==> src/rtl/mtxt_pkg.sv <==
// rtl/mtxt_pkg.sv - shared types and constants for the monochrome text console
package mtxt_pkg;

    typedef enum logic [1:0] {
        ST_IDLE,
        ST_WRITE,
        ST_CLR_LINE,
        ST_CLR_ALL
    } state_t;

    localparam logic [7:0] CH_CR       = 8'h0D;
    localparam logic [7:0] CH_LF       = 8'h0A;
    localparam logic [7:0] CH_BS       = 8'h08;
    localparam logic [7:0] CH_FF       = 8'h0C;
    localparam logic [7:0] CH_SPACE    = 8'h20;
    localparam logic [7:0] CH_PRINT_LO = 8'h20;
    localparam logic [7:0] CH_PRINT_HI = 8'h7E;

    localparam int ADDR_W = 16;
    localparam int COL_W  = 7;

endpackage

==> src/rtl/mtxt_clr_seq.sv <==
// rtl/mtxt_clr_seq.sv - line/column sweep counter for single-line and full-screen clears
module mtxt_clr_seq
    import mtxt_pkg::*;
#(
    parameter int unsigned COLS  = 80,
    parameter int unsigned LINES = 256
) (
    input  logic             clk,
    input  logic             rst,
    input  logic             start,
    input  logic             mode_all,
    input  logic [7:0]       base_line,
    output logic [7:0]       line,
    output logic [COL_W-1:0] col,
    output logic             active,
    output logic             done
);

    localparam logic [COL_W-1:0] LAST_COL  = COL_W'(COLS - 1);
    localparam logic [7:0]       LAST_LINE = 8'(LINES - 1);

    logic all_q;

    // done marks the final cell of the sweep, while it is being written
    assign done = active && (col == LAST_COL) && (!all_q || (line == LAST_LINE));

    always_ff @(posedge clk or posedge rst) begin
        if (rst) begin
            line   <= '0;
            col    <= '0;
            active <= 1'b0;
            all_q  <= 1'b0;
        end else if (start) begin
            line   <= mode_all ? 8'd0 : base_line;
            col    <= '0;
            active <= 1'b1;
            all_q  <= mode_all;
        end else if (active) begin
            if (col == LAST_COL) begin
                col <= '0;
                if (done) begin
                    active <= 1'b0;
                end else begin
                    line <= line + 8'd1;
                end
            end else begin
                col <= col + 1'b1;
            end
        end
    end

endmodule

==> src/rtl/mtxt_console.sv <==
// rtl/mtxt_console.sv - byte-stream console engine writing the text-mode character RAM
module mtxt_console
    import mtxt_pkg::*;
#(
    parameter int unsigned COLS  = 80,
    parameter int unsigned LINES = 256
) (
    input  logic              clk,
    input  logic              rst,
    input  logic [7:0]        in_data,
    input  logic              in_valid,
    output logic              in_ready,
    output logic              wr_en,
    output logic [ADDR_W-1:0] wr_addr,
    output logic [7:0]        wr_data,
    output logic [7:0]        y_reg,
    output logic [COL_W-1:0]  cur_col,
    output logic              busy
);

    localparam logic [7:0] COLS_B = 8'(COLS);

    state_t                   state, state_n;
    logic [7:0]               y_q, y_n;
    logic [COL_W-1:0]         col_q, col_n;
    logic                     bs_q, bs_n;
    logic [7+COL_W:0]         waddr_q, waddr_n;
    logic [7:0]               data_q, data_n;
    logic                     in_ready_q, wr_en_q, busy_q;

    logic                     seq_start, seq_all, seq_active, seq_done;
    logic [7:0]               seq_base, seq_line;
    logic [COL_W-1:0]         seq_col;

    mtxt_clr_seq #(.COLS(COLS), .LINES(LINES)) u_clr_seq (
        .clk       (clk),
        .rst       (rst),
        .start     (seq_start),
        .mode_all  (seq_all),
        .base_line (seq_base),
        .line      (seq_line),
        .col       (seq_col),
        .active    (seq_active),
        .done      (seq_done)
    );

    always_comb begin
        state_n   = state;
        y_n       = y_q;
        col_n     = col_q;
        bs_n      = bs_q;
        waddr_n   = waddr_q;
        data_n    = data_q;
        seq_start = 1'b0;
        seq_all   = 1'b0;
        seq_base  = y_q;
        unique case (state)
            ST_IDLE: begin
                if (in_valid && in_ready_q) begin
                    if (in_data >= CH_PRINT_LO && in_data <= CH_PRINT_HI) begin
                        state_n = ST_WRITE;
                        bs_n    = 1'b0;
                        waddr_n = {y_q, col_q};
                        data_n  = in_data;
                    end else if (in_data == CH_CR) begin
                        col_n = '0;
                    end else if (in_data == CH_LF) begin
                        col_n     = '0;
                        y_n       = y_q + 8'd1;
                        seq_start = 1'b1;
                        seq_base  = y_q + 8'd1;
                        data_n    = CH_SPACE;
                        state_n   = ST_CLR_LINE;
                    end else if (in_data == CH_BS && col_q != '0) begin
                        col_n   = col_q - 1'b1;
                        waddr_n = {y_q, col_q - 1'b1};
                        data_n  = CH_SPACE;
                        bs_n    = 1'b1;
                        state_n = ST_WRITE;
                    end else if (in_data == CH_FF) begin
                        y_n       = '0;
                        col_n     = '0;
                        seq_start = 1'b1;
                        seq_all   = 1'b1;
                        data_n    = CH_SPACE;
                        state_n   = ST_CLR_ALL;
                    end
                end
            end
            ST_WRITE: begin
                if (bs_q) begin
                    state_n = ST_IDLE;
                end else if (({1'b0, col_q} + 8'd1) == COLS_B) begin
                    // end-of-line wrap behaves exactly like a line feed
                    col_n     = '0;
                    y_n       = y_q + 8'd1;
                    seq_start = 1'b1;
                    seq_base  = y_q + 8'd1;
                    data_n    = CH_SPACE;
                    state_n   = ST_CLR_LINE;
                end else begin
                    col_n   = col_q + 1'b1;
                    state_n = ST_IDLE;
                end
            end
            ST_CLR_LINE, ST_CLR_ALL: begin
                if (seq_done) begin
                    state_n = ST_IDLE;
                end
            end
            default: state_n = ST_IDLE;
        endcase
    end

    always_ff @(posedge clk or posedge rst) begin
        if (rst) begin
            state      <= ST_IDLE;
            y_q        <= '0;
            col_q      <= '0;
            bs_q       <= 1'b0;
            waddr_q    <= '0;
            data_q     <= '0;
            in_ready_q <= 1'b1;
            wr_en_q    <= 1'b0;
            busy_q     <= 1'b0;
        end else begin
            state      <= state_n;
            y_q        <= y_n;
            col_q      <= col_n;
            bs_q       <= bs_n;
            waddr_q    <= waddr_n;
            data_q     <= data_n;
            in_ready_q <= (state_n == ST_IDLE);
            wr_en_q    <= (state_n != ST_IDLE);
            busy_q     <= (state_n != ST_IDLE);
        end
    end

    // during a sweep the address comes straight from the sweep counter flops
    assign wr_addr  = {1'b0, seq_active ? {seq_line, seq_col} : waddr_q};
    assign wr_data  = data_q;
    assign wr_en    = wr_en_q;
    assign in_ready = in_ready_q;
    assign busy     = busy_q;
    assign y_reg    = y_q;
    assign cur_col  = col_q;

endmodule

==> config.mk <==
export PLATFORM = sky130hd
export DESIGN_NAME = mtxt_console
export DESIGN_NICKNAME = d
export VERILOG_FILES = /design/src/rtl/mtxt_pkg.sv /design/src/rtl/mtxt_clr_seq.sv /design/src/rtl/mtxt_console.sv
export SDC_FILE = /design/constraint.sdc
export NUM_CORES = 1
export LEC_CHECK = 0
export CORE_AREA = 5 5 111 113
export CTS_CLUSTER_DIAMETER = 120
export DETAILED_ROUTE_END_ITERATION = 7
export DIE_AREA = 0 0 116 118
export PLACE_DENSITY = 0.57
export SYNTH_ARGS = -nofsm -noshare
export SYNTH_HDL_FRONTEND = slang
export SYNTH_SLANG_ARGS = --single-unit
==> constraint.sdc <==
create_clock -name clk -period 7.6 [get_ports clk]
set_clock_uncertainty 0.2 [all_clocks]
set_input_delay 1.14 -clock clk [delete_from_list [all_inputs] [get_ports clk]]
set_output_delay 1.14 -clock clk [all_outputs]
set_load 0.01 [all_outputs]
==> tab_implementation.tex, run 1 <==
\begin{tabular}{lr}
\hline
Metric & Value \\
\hline
\multicolumn{2}{l}{\textbf{Floorplan}} \\
X dimension of the die & 116 um \\
Core Area & 11200 um\^{}2 \\
Boundary pin count & 53 \\
Floorplan die area & 13700 um\^{}2 \\
Die boundary height & 118 um \\
Std cell rows & 39 \\
Starting Density & 34.1\% \\
\multicolumn{2}{l}{\textbf{Route}} \\
First drt pass iteration count & 7 \\
1st-iter DRT viols & 247 \\
Residual DRC & 0 \\
Detail-routed net length per standard cell & 16.5 um \\
Via count of the routed design & 3334 \\
Detail-routed via count per cell & 5.51 \\
Total routed wirelength & 9.97 mm \\
Antenna viol nets, final & 0 \\
\multicolumn{2}{l}{\textbf{Synthesis}} \\
Most used flip-flop cell after synthesis & dfrtp\_1 \\
Synth unique cells & 66 \\
Biggest area consumer among synthesized cells & dfrtp\_1 \\
Post-synthesis instance area & 3830 um\^{}2 \\
Async set-reset flop share out of synthesis & 100\% \\
Yosys Warn Count & 0 \\
Post-synth EDFFs & 0 \\
Share of the yosys chip area belonging to registers & 39.2\% \\
Mean area per synthesized cell & 9.23 um\^{}2 \\
Area share of the leading cell type in the synthesized netlist & 38.5\% \\
Post-Synthesis Cells & 415 \\
Net count after synthesis & 432 \\
Post-synthesis register bit count & 60 \\
Synth area leaders & dfrtp\_1, mux2\_2, nand2\_1 \\
\multicolumn{2}{l}{\textbf{Clock tree}} \\
Hold buffer count at CTS & 0 \\
Number of buffers on the longest clock path & 2 \\
Total clock buffers created by CTS & 9 \\
Register clock-pin slew on the reported worst setup and hold paths & 0.06 ns \\
Post-cts repair resize count & 0 \\
Clock latency on the worst-skew pair & 0.32 ns \\
Number of sinks driven by the clock tree & 60 \\
Number of H-tree branching levels & 3 \\
Clock Tree Root & clkbuf\_16 \\
Clock tree from TritonCTS & done \\
Setup bufs post-CTS & 0 \\
\multicolumn{2}{l}{\textbf{Min path}} \\
Launch instance of the worst min-delay path & waddr\_q[1] \\
Worst hold path type & reg2reg \\
Number of cells on the worst hold path & 1 \\
Hold-critical path endpoint & waddr\_q[1] \\
\multicolumn{2}{l}{\textbf{STA}} \\
Final setup violation count & 0 \\
Slew of the pin with the lowest slew margin & 1.15 ns \\
Fin crit share & 51.1\% \\
Fin Hold WS & 0.283 ns \\
RSZ-0062 raised after global routing & no \\
Max Clock Freq & 0.258 GHz \\
Worst max-slew margin expressed relative to the limit & 23.4\% \\
Final slew viol count & 0 \\
Setup total negative slack & 0 ns \\
Hold violation count in the final report & 0 \\
Post-layout minimum cycle time & 3.88 ns \\
Final setup slack of the worst path & 3.72 ns \\
\multicolumn{2}{l}{\textbf{Pwr}} \\
P\_leak & 1.97 nW \\
Areal power density over the cells & 152 nW/um\^{}2 \\
Worst ir drop on vdd & 116 uV \\
Design Power & 0.716 mW \\
\multicolumn{2}{l}{\textbf{Job}} \\
Max-cap check violation count & 0 \\
\multicolumn{2}{l}{\textbf{Place}} \\
Area after detailed placement & 4430 um\^{}2 \\
HPWL reported at the end of detailed placement & 7.23 mm \\
Port Buffers & 51 \\
Post-Place Cells & 589 \\
Post-placement worst setup slack & 3.40 ns \\
Placer's final routability congestion estimate & 0.890 \\
\multicolumn{2}{l}{\textbf{GRT}} \\
GRT Total Usage & 15.2\% \\
Initial antenna violation count & 0 \\
Total global routing overflow & 0 \\
Global-route wire length before repair & 16.7 mm \\
Maximum number of pins on one net before global-route repair & 61 \\
Via count of the first global-routing pass & 3315 \\
\multicolumn{2}{l}{\textbf{Setup path}} \\
Worst reg2reg setup slack & 4.32 ns \\
Sort of element at the start of the critical path & primary input \\
Crit path DAT & 3.89 ns \\
Worst-path fanout max & 23 \\
RR Endpoint & waddr\_q[10] \\
Register-to-Register Path Depth & 7 \\
Nature of the critical path endpoint & register \\
Critical setup path kind & in2reg \\
Critical Path RT & 7.61 ns \\
FF-to-FF Start & cur\_col[0] \\
\multicolumn{2}{l}{\textbf{Final layout}} \\
Finished Cell Area & 4700 um\^{}2 \\
Diodes inserted & 0 \\
Growth of design area from synthesis to finish & 22.7\% \\
Final standard cell utilization of the core & 41.9\% \\
Layout Cells excl Fill & 605 \\
Fraction of layout instances using a drive strength above 1 & 13.2\% \\
\# nets final & 474 \\
Largest reg by FF count & waddr\_q \\
Total of fill cells in the finished design & 1134 \\
Max reg flops & 15 \\
\multicolumn{2}{l}{\textbf{Run status}} \\
Outcome & finished clean \\
\hline
\end{tabular}
-- layout by cell type, fill, tap and decap left out, drive strengths merged, types with 8 or more instances in the layout --
master         netlist  routed
clkbuf              11      12
xnor2                9       9
a21oi               20      20
nand3               14      14
o21ai               21      21
mux2                24      24
clkdlybuf4s50        0      51
dfrtp               59      59
nand4                8       8
o22ai                8       8
nor3                14      14
nor2                32      32
inv                 21      21
nand2b              10      10
nand2               34      34
-- where the power goes --
group          internal (mW)  total [mW]  switching [mW]
Sequential             0.320       0.320               0
Clock                  0.228       0.373           0.144
Combinational        0.00839      0.0237          0.0153
-- layout make-up --
| cell class | instances | area (um^2) | share of cell area (%) |
|---|---|---|---|
| clock inverter | 4 | 25.0 | 0.532 |
| multi-input combinational | 312 | 2140 | 45.6 |
| tap | 143 | 179 | 3.81 |
| clock buffer | 12 | 246 | 5.24 |
| timing repair buffer | 53 | 526 | 11.2 |
| sequential | 60 | 1500 | 32.0 |
| inverter | 21 | 78.8 | 1.68 |
-- Yosys cell counts (all sizes together), types with 3 or more instances --
master,number
mux2,24
a21o,4
a22oi,4
o21ai,21
or4,5
nand2,34
and3,4
xnor2,9
nor2b,5
and2,4
a2111oi,3
clkbuf,11
o221ai,3
nor3,14
inv,21
ha,6
o2111ai,3
nor2,32
a31oi,7
or2,7
a211oi,5
xor2,7
or3,3
o211ai,3
o22ai,8
o31ai,7
nand2b,10
buf,11
nand3,14
nor4,4
dfrtp,59
mux2i,7
a21oi,20
nand4,8
o22a,4
-- cells by family after synthesis --
logic type | synth area share [%]
DFF | 39.2
AOI/OAI and AO/OA | 20.0
muxes | 8.88
adders and majority gates | 1.96
and+or+nand+nor | 21.3
xor gates and xnor gates | 3.66
other | 0.0979
buffers and inverters | 4.87
-- routing by layer --
layer / vias to the layer above / GRT usage [%] / part of all wire [%]
met5: - / 0 / 0
met3: 13 / 3.55 / 5.8
met2: 120 / 22.9 / 46
met1: 1599 / 21.3 / 47
li1: 1602 / - / -
met4: 0 / 4.71 / 1.3
-- how the worst max path moves through the flow --
stage                    start                 to  slack, ns  cells past startpoint
global route        in_data[2]        waddr_q[10]       3.50                      5
floorplan           in_data[4]  u_clr_seq.line[2]       4.25                      7
detailed placement  in_data[2]        waddr_q[11]       3.40                      5
global placement    in_data[2]        waddr_q[13]       3.46                      5
CTS                 in_data[2]        waddr_q[10]       3.73                      5
finish              in_data[2]        waddr_q[10]       3.72                      5
-- critical path, cell delays in order --
cell and delay [ns]:
clkdlybuf4s50_1 0.59, nand3_1 0.14, o221ai_1 0.92, a21o_1 0.68
mux2_2 0.41
No activity file was read; power rests on OpenSTA's default activity.
==> inputs of run 2 (changes only) <==
--- a/config.mk
+++ b/config.mk
@@ -9,7 +9,7 @@
 export CTS_CLUSTER_DIAMETER = 120
 export DETAILED_ROUTE_END_ITERATION = 7
 export DIE_AREA = 0 0 116 118
-export PLACE_DENSITY = 0.57
+export PLACE_DENSITY = 0.59
 export SYNTH_ARGS = -nofsm -noshare
 export SYNTH_HDL_FRONTEND = slang
 export SYNTH_SLANG_ARGS = --single-unit
==> constraint.sdc (replaced) <==
create_clock -name clk -period 3.3 [get_ports clk]
set_clock_uncertainty 0.2 [all_clocks]
set_input_delay 0.495 -clock clk [delete_from_list [all_inputs] [get_ports clk]]
set_output_delay 0.495 -clock clk [all_outputs]
set_load 0.01 [all_outputs]
==> tab_implementation.tex, run 2 (synthesis results as in run 1) <==
\begin{tabular}{lr}
\hline
Metric & Value \\
\hline
\multicolumn{2}{l}{\textbf{Run status}} \\
Outcome & finished clean \\
\multicolumn{2}{l}{\textbf{Final layout}} \\
Diodes inserted & 0 \\
Growth of design area from synthesis to finish & 28.5\% \\
Largest reg by FF count & waddr\_q \\
\# nets final & 496 \\
Fraction of layout instances using a drive strength above 1 & 17.0\% \\
Finished Cell Area & 4920 um\^{}2 \\
Commonest cells after routing, fill and taps aside & dfrtp\_1, clkdlybuf4s50\_1, nand2\_1, nor2\_1, mux2\_2 \\
Final standard cell utilization of the core & 43.9\% \\
Max reg flops & 15 \\
Most common cell after layout, fill and taps aside & dfrtp\_1 \\
\multicolumn{2}{l}{\textbf{Job}} \\
Max-cap check violation count & 0 \\
\multicolumn{2}{l}{\textbf{Place}} \\
Area after detailed placement & 4630 um\^{}2 \\
HPWL reported at the end of detailed placement & 7.46 mm \\
Port Buffers & 51 \\
Placer's final routability congestion estimate & 0.943 \\
\multicolumn{2}{l}{\textbf{Clock tree}} \\
Post-cts repair resize count & 0 \\
Register clock-pin slew on the reported worst setup and hold paths & 0.05 ns \\
Number of H-tree branching levels & 3 \\
Clock Tree Root & clkbuf\_16 \\
Clock latency on the worst-skew pair & 0.33 ns \\
Total clock buffers created by CTS & 9 \\
Clock tree from TritonCTS & done \\
Number of buffers on the longest clock path & 2 \\
Number of sinks driven by the clock tree & 60 \\
Setup bufs post-CTS & 0 \\
Hold buffer count at CTS & 0 \\
\multicolumn{2}{l}{\textbf{Route}} \\
1st-iter DRT viols & 224 \\
Via count of the routed design & 3356 \\
First drt pass iteration count & 4 \\
Detail-routed net length per standard cell & 16.0 um \\
Antenna viol nets, final & 0 \\
Residual DRC & 0 \\
Detail-routed via count per cell & 5.37 \\
Total routed wirelength & 10.0 mm \\
\multicolumn{2}{l}{\textbf{Setup path}} \\
Sort of element at the start of the critical path & register \\
CP dominant cell by count & nand2\_1 \\
RR Endpoint & wr\_data[3] \\
Slowest library cell on the worst path & or4\_1 \\
Ordered cell list for the critical path & inv\_1 > ha\_1 > or3b\_1 > or4\_1 > nand2\_1 > nand2\_1 > o221ai\_4 > mux2\_2 \\
Crit path DAT & 2.91 ns \\
Register-to-Register Path Depth & 8 \\
Worst reg2reg setup slack & 0.41 ns \\
FF-to-FF Start & cur\_col[0] \\
Worst-path fanout max & 8 \\
Largest stage delay on the critical path & 0.51 ns \\
Critical setup path kind & reg2reg \\
Critical Path RT & 3.31 ns \\
Nature of the critical path endpoint & register \\
\multicolumn{2}{l}{\textbf{STA}} \\
Final slew viol count & 0 \\
Post-layout minimum cycle time & 2.89 ns \\
Final setup violation count & 0 \\
Fin crit share & 87.6\% \\
Fin Hold WS & 0.275 ns \\
RSZ-0062 raised after global routing & no \\
Hold violation count in the final report & 0 \\
Max Clock Freq & 0.346 GHz \\
Slew of the pin with the lowest slew margin & 0.690 ns \\
Setup total negative slack & 0 ns \\
Worst max-slew margin expressed relative to the limit & 53.9\% \\
\multicolumn{2}{l}{\textbf{Pwr}} \\
Areal power density over the cells & 351 nW/um\^{}2 \\
Worst ir drop on vdd & 205 uV \\
P\_leak & 2.10 nW \\
\multicolumn{2}{l}{\textbf{GRT}} \\
Maximum number of pins on one net before global-route repair & 24 \\
GRT Total Usage & 15.2\% \\
Global-route wire length before repair & 16.8 mm \\
Via count of the first global-routing pass & 3384 \\
Initial antenna violation count & 0 \\
Total global routing overflow & 0 \\
\multicolumn{2}{l}{\textbf{Min path}} \\
Launch instance of the worst min-delay path & waddr\_q[0] \\
Hold-critical path endpoint & waddr\_q[0] \\
Number of cells on the worst hold path & 2 \\
Worst hold path type & reg2reg \\
\multicolumn{2}{l}{\textbf{Floorplan}} \\
Die boundary height & 118 um \\
Starting Density & 34.1\% \\
Boundary pin count & 53 \\
X dimension of the die & 116 um \\
Core Area & 11200 um\^{}2 \\
Floorplan die area & 13700 um\^{}2 \\
Std cell rows & 39 \\
\hline
\end{tabular}
run 2: area by class of cell:
type | instances | area [um^2]
fill | 1098 | 6300
multi-input combinational | 312 | 2140
sequential | 60 | 1500
timing repair buffer | 75 | 728
clock buffer | 12 | 256
tap | 143 | 179
inverter | 21 | 78.8
clock inverter | 2 | 35.0
run 2: critical path, delay by kind of cell, from the launching register on:
kind / cells / cell delay [ns]
AND/OR/NAND/NOR: 4 / 1.15
flip-flops: 1 / 0.38
multiplexers: 1 / 0.38
AO/OA/AOI/OAI: 1 / 0.36
adder cells (fa/ha/maj): 1 / 0.21
buffers and inverters: 1 / 0.09
run 2: through the flow:
| step | std cells | total power, mW | worst slack (ns) |
|---|---|---|---|
| after floorplan | 415 | 0.781 | 0.433 |
| after global placement | 611 | 0.810 | 0.105 |
| after detailed placement | 611 | 0.811 | 0.0923 |
| after CTS | 625 | 1.74 | 0.403 |
| after global routing | 625 | 1.78 | 0.267 |
| final | 625 | 1.73 | 0.408 |
run 2: how the worst max path moves through the flow:
stage                     from                 to  slack (ns)
CTS                 cur_col[0]         wr_data[3]        0.40
global route        in_data[5]  u_clr_seq.line[2]        0.27
finish              cur_col[0]         wr_data[3]        0.41
detailed placement  in_data[5]  u_clr_seq.line[2]        0.09
global placement    in_data[4]  u_clr_seq.line[2]        0.11
floorplan           cur_col[0]         wr_data[3]        0.43
run 2: power breakdown:
group / switching, mW / internal [mW]
Clock: 0.315 / 0.615
Combinational: 0.0379 / 0.0225
Sequential: 0 / 0.737
run 2: layer usage:
layer	vias up	global-route usage (%)	routed length (um)
met1	1603	19.6	4510
met3	19	2.93	485
met4	0	6.82	229
met2	90	24.3	4780
li1	1644	-	-
met5	-	0	0
==> inputs of run 3 (changes only) <==
--- a/config.mk
+++ b/config.mk
@@ -5,10 +5,12 @@
 export SDC_FILE = /design/constraint.sdc
 export NUM_CORES = 1
 export LEC_CHECK = 0
-export CORE_AREA = 5 5 111 113
+export ABC_CLOCK_PERIOD_IN_PS = 3300
+export CORE_AREA = 2 2 108 110
 export CTS_CLUSTER_DIAMETER = 120
 export DETAILED_ROUTE_END_ITERATION = 7
-export DIE_AREA = 0 0 116 118
+export DIE_AREA = 0 0 110 112
+export GPL_TIMING_DRIVEN = 0
 export PLACE_DENSITY = 0.59
 export SYNTH_ARGS = -nofsm -noshare
 export SYNTH_HDL_FRONTEND = slang
==> tab_implementation.tex, run 3 (synthesis results as in run 1) <==
\begin{tabular}{lr}
\hline
Metric & Value \\
\hline
\multicolumn{2}{l}{\textbf{Final layout}} \\
Commonest cells after routing, fill and taps aside & dfrtp\_1, clkdlybuf4s50\_1, nand2\_1, nor2\_1, mux2\_2 \\
Sequential cell area & 1500 um\^{}2 \\
\# nets final & 495 \\
Area of the multi-input gates & 2150 um\^{}2 \\
Finished Cell Area & 4870 um\^{}2 \\
Total of fill cells in the finished design & 1074 \\
Fraction of layout instances using a drive strength above 1 & 14.9\% \\
Most common cell after layout, fill and taps aside & dfrtp\_1 \\
Largest reg by FF count & waddr\_q \\
Max reg flops & 15 \\
Growth of design area from synthesis to finish & 27.2\% \\
Diodes inserted & 0 \\
\multicolumn{2}{l}{\textbf{STA}} \\
Final slew viol count & 0 \\
RSZ-0062 raised after global routing & no \\
Fin Hold WS & 0.274 ns \\
Max Clock Freq & 0.319 GHz \\
Hold violation count in the final report & 0 \\
Final setup violation count & 0 \\
Post-layout minimum cycle time & 3.13 ns \\
Worst max-slew margin expressed relative to the limit & 38.2\% \\
Fin crit share & 94.9\% \\
Slew of the pin with the lowest slew margin & 0.919 ns \\
\multicolumn{2}{l}{\textbf{Place}} \\
Placer's final routability congestion estimate & 0.886 \\
Area after detailed placement & 4540 um\^{}2 \\
HPWL reported at the end of detailed placement & 7.39 mm \\
Port Buffers & 51 \\
\multicolumn{2}{l}{\textbf{Min path}} \\
Launch instance of the worst min-delay path & waddr\_q[4] \\
Worst hold path type & reg2reg \\
Hold-critical path endpoint & waddr\_q[4] \\
Number of cells on the worst hold path & 2 \\
\multicolumn{2}{l}{\textbf{Setup path}} \\
RR Endpoint & wr\_data[3] \\
FF-to-FF Start & cur\_col[0] \\
Register-to-Register Path Depth & 8 \\
Crit path DAT & 3.14 ns \\
Nature of the critical path endpoint & register \\
Worst reg2reg setup slack & 0.17 ns \\
Critical Path RT & 3.31 ns \\
Worst-path fanout max & 8 \\
Critical setup path kind & reg2reg \\
Sort of element at the start of the critical path & register \\
\multicolumn{2}{l}{\textbf{Route}} \\
1st-iter DRT viols & 215 \\
Detail-routed via count per cell & 5.43 \\
Total routed wirelength & 10.0 mm \\
First drt pass iteration count & 4 \\
Detail-routed net length per standard cell & 16.0 um \\
Via count of the routed design & 3393 \\
Residual DRC & 0 \\
Antenna viol nets, final & 0 \\
\multicolumn{2}{l}{\textbf{Pwr}} \\
Areal power density over the cells & 376 nW/um\^{}2 \\
P\_leak & 2.06 nW \\
Worst ir drop on vdd & 277 uV \\
\multicolumn{2}{l}{\textbf{Floorplan}} \\
X dimension of the die & 110 um \\
Starting Density & 34.3\% \\
Std cell rows & 39 \\
Core Area & 11200 um\^{}2 \\
Die boundary height & 112 um \\
Boundary pin count & 53 \\
Floorplan die area & 12300 um\^{}2 \\
\multicolumn{2}{l}{\textbf{GRT}} \\
GRT Total Usage & 17.0\% \\
Total global routing overflow & 0 \\
Maximum number of pins on one net before global-route repair & 34 \\
Global-route wire length before repair & 16.4 mm \\
Initial antenna violation count & 0 \\
Via count of the first global-routing pass & 3279 \\
\multicolumn{2}{l}{\textbf{Clock tree}} \\
Clock Tree Root & clkbuf\_16 \\
Clock latency on the worst-skew pair & 0.33 ns \\
Number of H-tree branching levels & 3 \\
Number of buffers on the longest clock path & 2 \\
Setup bufs post-CTS & 0 \\
Number of sinks driven by the clock tree & 60 \\
Clock tree from TritonCTS & done \\
Total clock buffers created by CTS & 9 \\
Register clock-pin slew on the reported worst setup and hold paths & 0.05 ns \\
\multicolumn{2}{l}{\textbf{Run status}} \\
Outcome & finished clean \\
\multicolumn{2}{l}{\textbf{Job}} \\
Max-cap check violation count & 0 \\
\hline
\end{tabular}
[run 3: cell count changes in the layout (fill, tap and decap cells not counted), moves of 2 or more]
cell,delta
clkbuf_1,+10
buf_12,-2
buf_4,-18
buf_2,+4
buf_1,+2
[run 3: area by class of cell]
| class | count | share of cell area, % |
|---|---|---|
| Buffer | 22 | 2.26 |
| Tap cell | 143 | 3.67 |
| Timing Repair Buffer | 52 | 10.9 |
| Clock buffer | 11 | 5.18 |
| Clock inverter | 4 | 1.49 |
| Sequential cell | 60 | 30.8 |
| Multi-Input combinational cell | 312 | 44.1 |
| Inverter | 21 | 1.62 |
[run 3: report_power, final]
group | switching, mW | internal [mW]
clock network | 0.339 | 0.696
registers | 0 | 0.736
logic | 0.0374 | 0.0224
total | 0.376 | 1.46
[run 3: routing by layer]
metal | GRT usage (%) | routed length [um] | vias to the layer above
met3 | 2.81 | 457 | 8
met4 | 5.91 | 133 | 0
met1 | 22.6 | 4660 | 1645
met5 | 0 | 0 | -
li1 | - | - | 1645
met2 | 27.6 | 4770 | 95
[run 3: worst max path at each step]
| stage | start | end | slack [ns] |
|---|---|---|---|
| 2_1_floorplan | cur_col[0] | wr_data[3] | 0.43 |
| 3_3_place_gp | in_data[5] | u_clr_seq.line[3] | -0.28 |
| 3_5_place_dp | in_data[5] | u_clr_seq.line[3] | -0.30 |
| 4_1_cts | in_data[5] | u_clr_seq.line[3] | 0.04 |
| 5_1_grt | cur_col[0] | wr_data[5] | 0.009 |
| 6_report | cur_col[0] | wr_data[3] | 0.17 |
[run 3: per-stage QoR]
step	power, mW	std cells	worst slack [ns]	util, %	setup TNS, ns
3_5_place_dp	0.810	610	-0.297	40.6	-3.20
5_1_grt	1.88	625	0.00934	43.6	0
4_1_cts	1.85	625	0.0354	43.5	0
3_3_place_gp	0.807	609	-0.280	40.5	-7.54
6_report	1.83	625	0.168	43.6	0
2_1_floorplan	0.781	415	0.433	-	0
[run 3: timing repair]
item	4_1_cts	5_1_grt
hold buffers	0	0
setup endpoints to repair	0	10
gates resized for setup	0	3
[run 3: critical path, stage by stage, from the launching register on]
cell	delay (ns)
dfrtp_1	0.47
inv_1	0.14
ha_1	0.22
or3b_1	0.44
or4_1	0.53
nand2_1	0.15
nand2_1	0.12
o221ai_4	0.37
mux2_2	0.38
